**src/rtl/debug_hex_input.sv**
```systemverilog
// Front-panel hex entry: debounces add/del/enter buttons and
// assembles a WIDTH-bit value one switch digit at a time.
module debug_hex_input #(
    parameter int WIDTH           = 32,
    parameter int DEBOUNCE_CYCLES = 1000000,
    parameter int CNT_W           = 20
) (
    input  logic             clk,
    input  logic             rst,
    input  logic [3:0]       sw_hex,
    input  logic             btn_add,
    input  logic             btn_del,
    input  logic             btn_enter,
    output logic [WIDTH-1:0] data_entry,
    output logic [WIDTH-1:0] data_out,
    output logic             data_valid,
    output logic [3:0]       digit_cnt
);

    localparam int NB = 3;
    localparam logic [CNT_W-1:0] CNT_MAX =
        CNT_W'(DEBOUNCE_CYCLES - 1);
    localparam logic [3:0] MAX_DIGITS = 4'(WIDTH / 4);

    // Bit order everywhere: 0 = add, 1 = del, 2 = enter.
    logic [NB-1:0]    raw;
    logic [NB-1:0]    s1;
    logic [NB-1:0]    s2;
    logic [NB-1:0]    stable;
    logic [NB-1:0]    stable_q;
    logic [NB-1:0]    ev;
    logic [CNT_W-1:0] cnt [NB];

    logic [WIDTH-1:0] entry_nxt;
    logic [WIDTH-1:0] out_nxt;
    logic             valid_nxt;
    logic [3:0]       cnt_nxt;

    assign raw = {btn_enter, btn_del, btn_add};

    // Two-flop synchronizer for the asynchronous buttons.
    always_ff @(posedge clk) begin
        if (rst) begin
            s1 <= '0;
            s2 <= '0;
        end else begin
            s1 <= raw;
            s2 <= s1;
        end
    end

    // Debounce: accept s2 only after it differs from stable long enough.
    always_ff @(posedge clk) begin
        if (rst) begin
            stable <= '0;
            for (int i = 0; i < NB; i++) begin
                cnt[i] <= '0;
            end
        end else begin
            for (int i = 0; i < NB; i++) begin
                if (s2[i] == stable[i]) begin
                    cnt[i] <= '0;
                end else if (cnt[i] == CNT_MAX) begin
                    stable[i] <= s2[i];
                    cnt[i]    <= '0;
                end else begin
                    cnt[i] <= cnt[i] + 1'b1;
                end
            end
        end
    end

    // Registered rising-edge event on the debounced level.
    always_ff @(posedge clk) begin
        if (rst) begin
            stable_q <= '0;
            ev       <= '0;
        end else begin
            stable_q <= stable;
            ev       <= stable & ~stable_q;
        end
    end

    // One action per cycle; enter beats del beats add.
    always_comb begin
        entry_nxt = data_entry;
        out_nxt   = data_out;
        valid_nxt = 1'b0;
        cnt_nxt   = digit_cnt;
        if (ev[2]) begin
            out_nxt   = data_entry;
            valid_nxt = 1'b1;
            entry_nxt = '0;
            cnt_nxt   = '0;
        end else if (ev[1]) begin
            if (digit_cnt != 4'd0) begin
                entry_nxt = data_entry >> 4;
                cnt_nxt   = digit_cnt - 4'd1;
            end
        end else if (ev[0]) begin
            entry_nxt = {data_entry[WIDTH-5:0], sw_hex};
            if (digit_cnt != MAX_DIGITS) begin
                cnt_nxt = digit_cnt + 4'd1;
            end
        end
    end

    // Entry, committed value and commit pulse registers.
    always_ff @(posedge clk) begin
        if (rst) begin
            data_entry <= '0;
            data_out   <= '0;
            data_valid <= 1'b0;
            digit_cnt  <= '0;
        end else begin
            data_entry <= entry_nxt;
            data_out   <= out_nxt;
            data_valid <= valid_nxt;
            digit_cnt  <= cnt_nxt;
        end
    end

endmodule
```
**config.mk**
```make
export PLATFORM = sky130hd
export DESIGN_NAME = debug_hex_input
export DESIGN_NICKNAME = d
export VERILOG_FILES = /design/src/rtl/debug_hex_input.sv
export SDC_FILE = /design/constraint.sdc
export NUM_CORES = 1
export LEC_CHECK = 0
export BUFFER_PORTS_ARGS = -buffer_cell sky130_fd_sc_hd__clkbuf_2
export CORE_ASPECT_RATIO = 1.1
export CORE_UTILIZATION = 29
export DETAILED_ROUTE_END_ITERATION = 10
export SYNTH_ARGS = -nofsm -noshare
export SYNTH_HDL_FRONTEND = slang
export SYNTH_SLANG_ARGS = --single-unit
```
**constraint.sdc**
```tcl
create_clock -name clk -period 5.3 [get_ports clk]
set_input_delay 0.53 -clock clk [delete_from_list [all_inputs] [get_ports clk]]
set_output_delay 0.53 -clock clk [all_outputs]
set_load 0.005 [all_outputs]
```
==> flow_summary.toml <==
[cts]
post_cts_buffers = 0
cts_tree = "done"
cts_hold_buffers = 0
cts_buffers = 17
clkSlewWorstSetupHoldPaths_ps = 60
clock-sinks = 144
ctsResizeCount = 0
cts_buffer_depth = 2
cts_root_buf = "clkbuf_16"
htreeDepth = 4
clk_latency_ps = 420

[power_and_ir_drop]
p_total_mw = 2.50
pwr_density_cell_nw_per_um2 = 309
leakage_nw = 2.82
ir_worst_vdd_mv = 0.244

[synth]
synthesis.area_um2 = 6590
ys_seq_elements = 144
synthArstFlopShare_pct = 0
synth_flop_cell = "dfxtp_1"
yosys_warnings = 0
synth.most_common_cell = "nor2_1"
synth_edf_count = 60
synth.distinct_cells = 46
ys_seq_area_share_pct = 52.8
synth_area_leader_cell = "edfxtp_1"
syn_avg_cell_area_um2 = 10.2
synth_cells = 647
synth_common_cells = "nor2_1 (109), dfxtp_1 (84), mux2i_1 (61)"
synth_area_leaders = "edfxtp_1 (27%), dfxtp_1 (26%), mux2i_1 (9.3%)"
synth_top_area_share_pct = 27.3

[timing]
period_minus_slack_ps = 2860
rsz0062_at_grt = "no"
tns_ps = 0
relSlewSlack_pct = 27.4
fin_skew_ps = 8.51
min_period_over_period_pct = 53.9
setup_viol = 0
fmaxAchievable_ghz = 0.350
worst_pin_slew_ps = 1090
hold_viol_final = 0
finalWorstSetupSlack_ps = 2440
final_max_slew_viol_count = 0

[hold_path]
hold_path_class = "input pin to flip-flop"
hp-start = "btn_add"

[final_layout]
final_nets = 787
drive_gt1_share_pct = 16.6
n_antenna_cell = 0
utilization_pct = 36.5
fin_area_um2 = 8090
area_growth_pct = 22.7

[floorplan]
dieArea_um2 = 23300
fp.dieW_um = 146
row_count = 57
ios = 78
die_h_um = 160
coreArea_um2 = 22200
start_util_pct = 29.7

[critical_path]
critPathLaunch = "cnt[2][12]"
cp.buffers_inverters = 1
critPathSlowestCell = "o21ai_1"
crit_path_max_incr_delay_ps = 730
r2r-end = "cnt[2][17]"
crit_family = "simple AND/OR/NAND/NOR gates"
ff2ff_path_depth = 5
arrival_ps = 3020
cp-endpoint = "cnt[2][17]"
crit_chain = "or4b_1, or4_4, o21ai_1, buf_4, a21oi_1"
rrSetupSlack_ps = 2440
crit_fanout = 13
path_depth = 5
required_ps = 5470
crit_path_end_kind = "flip-flop"
r2r_start = "cnt[2][12]"
cp-start-kind = "flip-flop"
criticalPathCategory = "flip-flop to flip-flop"

[global_route]
grtUsageTotal_pct = 11.9
grt_pass1_vias = 4537
grt_antenna_before_repair = 0
grt_pass1_wl_mm = 22.4
grt_max_degree = 65
grt.overflow.total = 0

[flow_run]
drv_cap = 0

[place]
place_area_um2 = 7480
pre_cts_ws_ps = 2430
gp_congestion = 0.769
port_buffers = 77
detailed_place_hpwl_mm = 9.18

[detailed_routing]
drt_iter0_drc = 177
firstDrtPassIters = 4
vias = 4911
final_antenna_net_count = 0
drcViolationCount = 0
drt-wirelength-per-cell_um = 12.4
wirelength_mm = 13.4
avgViaCountPerCell = 4.55

[run_status]
status = "finished clean"
metal layers:
metal | wire (um) | GRT usage, %
met1 | 6300 | 15.2
met4 | 215 | 4.69
met5 | 0 | 0
met3 | 402 | 3.11
met2 | 6480 | 19.2
stage by stage:
stage          std cells  hold slack (ps)
2_1_floorplan        706              367
3_3_place_gp        1048              364
3_5_place_dp        1048              367
4_1_cts             1080              307
5_1_grt             1080              340
6_report            1080              324
worst reg2reg max path, cell delays in order (launching register included):
cell      delay (ps)
edfxtp_1         450
or4b_1           550
or4_4            530
o21ai_1          730
buf_4            300
a21oi_1           50
layout make-up:
class	count	area, um2
Fill cell	2224	14100
Sequential cell	144	3490
Multi-Input combinational cell	508	3130
Clock buffer	19	464
Timing Repair Buffer	82	423
Tap cell	295	369
Clock inverter	13	144
Inverter	19	71.3
how the worst min path moves through the flow:
| stage | end | slack [ps] | cells past startpoint |
|---|---|---|---|
| floorplan | ev[0] | 370 | 1 |
| global placement | ev[2] | 360 | 1 |
| detailed placement | ev[2] | 370 | 1 |
| CTS | s1[0] | 310 | 2 |
| global route | s1[0] | 340 | 2 |
| finish | s1[0] | 320 | 2 |
cell usage in the layout (no fill, tap or decap), types with 17 or more instances in the layout:
master / n
inv_1: 19
mux2i_1: 61
nor2_1: 109
a21oi_1: 29
edfxtp_1: 60
nand3_1: 26
dfxtp_1: 82
conb_1: 60
clkbuf_2: 77
a211oi_1: 30
xnor2_1: 22
clkbuf_16: 18
nand2_1: 17
where the power goes:
group | internal (mW) | switching (mW) | total [mW] | leakage [nW]
Sequential | 1.18 | 0.0239 | 1.20 | 1.30
Combinational | 0.0238 | 0.0395 | 0.0633 | 1.22
Clock | 0.742 | 0.495 | 1.24 | 0.306
sequential cells by signal, summed over array words and instances, names as in the netlist:
| register | count |
|---|---|
| digit_cnt | 4 |
| data_entry | 32 |
| data_valid | 1 |
| cnt | 60 |
| stable | 3 |
| stable_q | 3 |
| data_out | 32 |
| s2 | 3 |
| ev | 3 |
| s1 | 3 |
cells by family after synthesis:
logic type	synth area share, %
AOI/OAI and AO/OA	9.02
xor gates and xnor gates	5.05
adders and majority gates	1.25
buffers and inverters	3.21
DFF	52.8
muxes	9.26
other	0.0569
and+or+nand+nor	19.3
No activity file was read; power rests on OpenSTA's default activity.
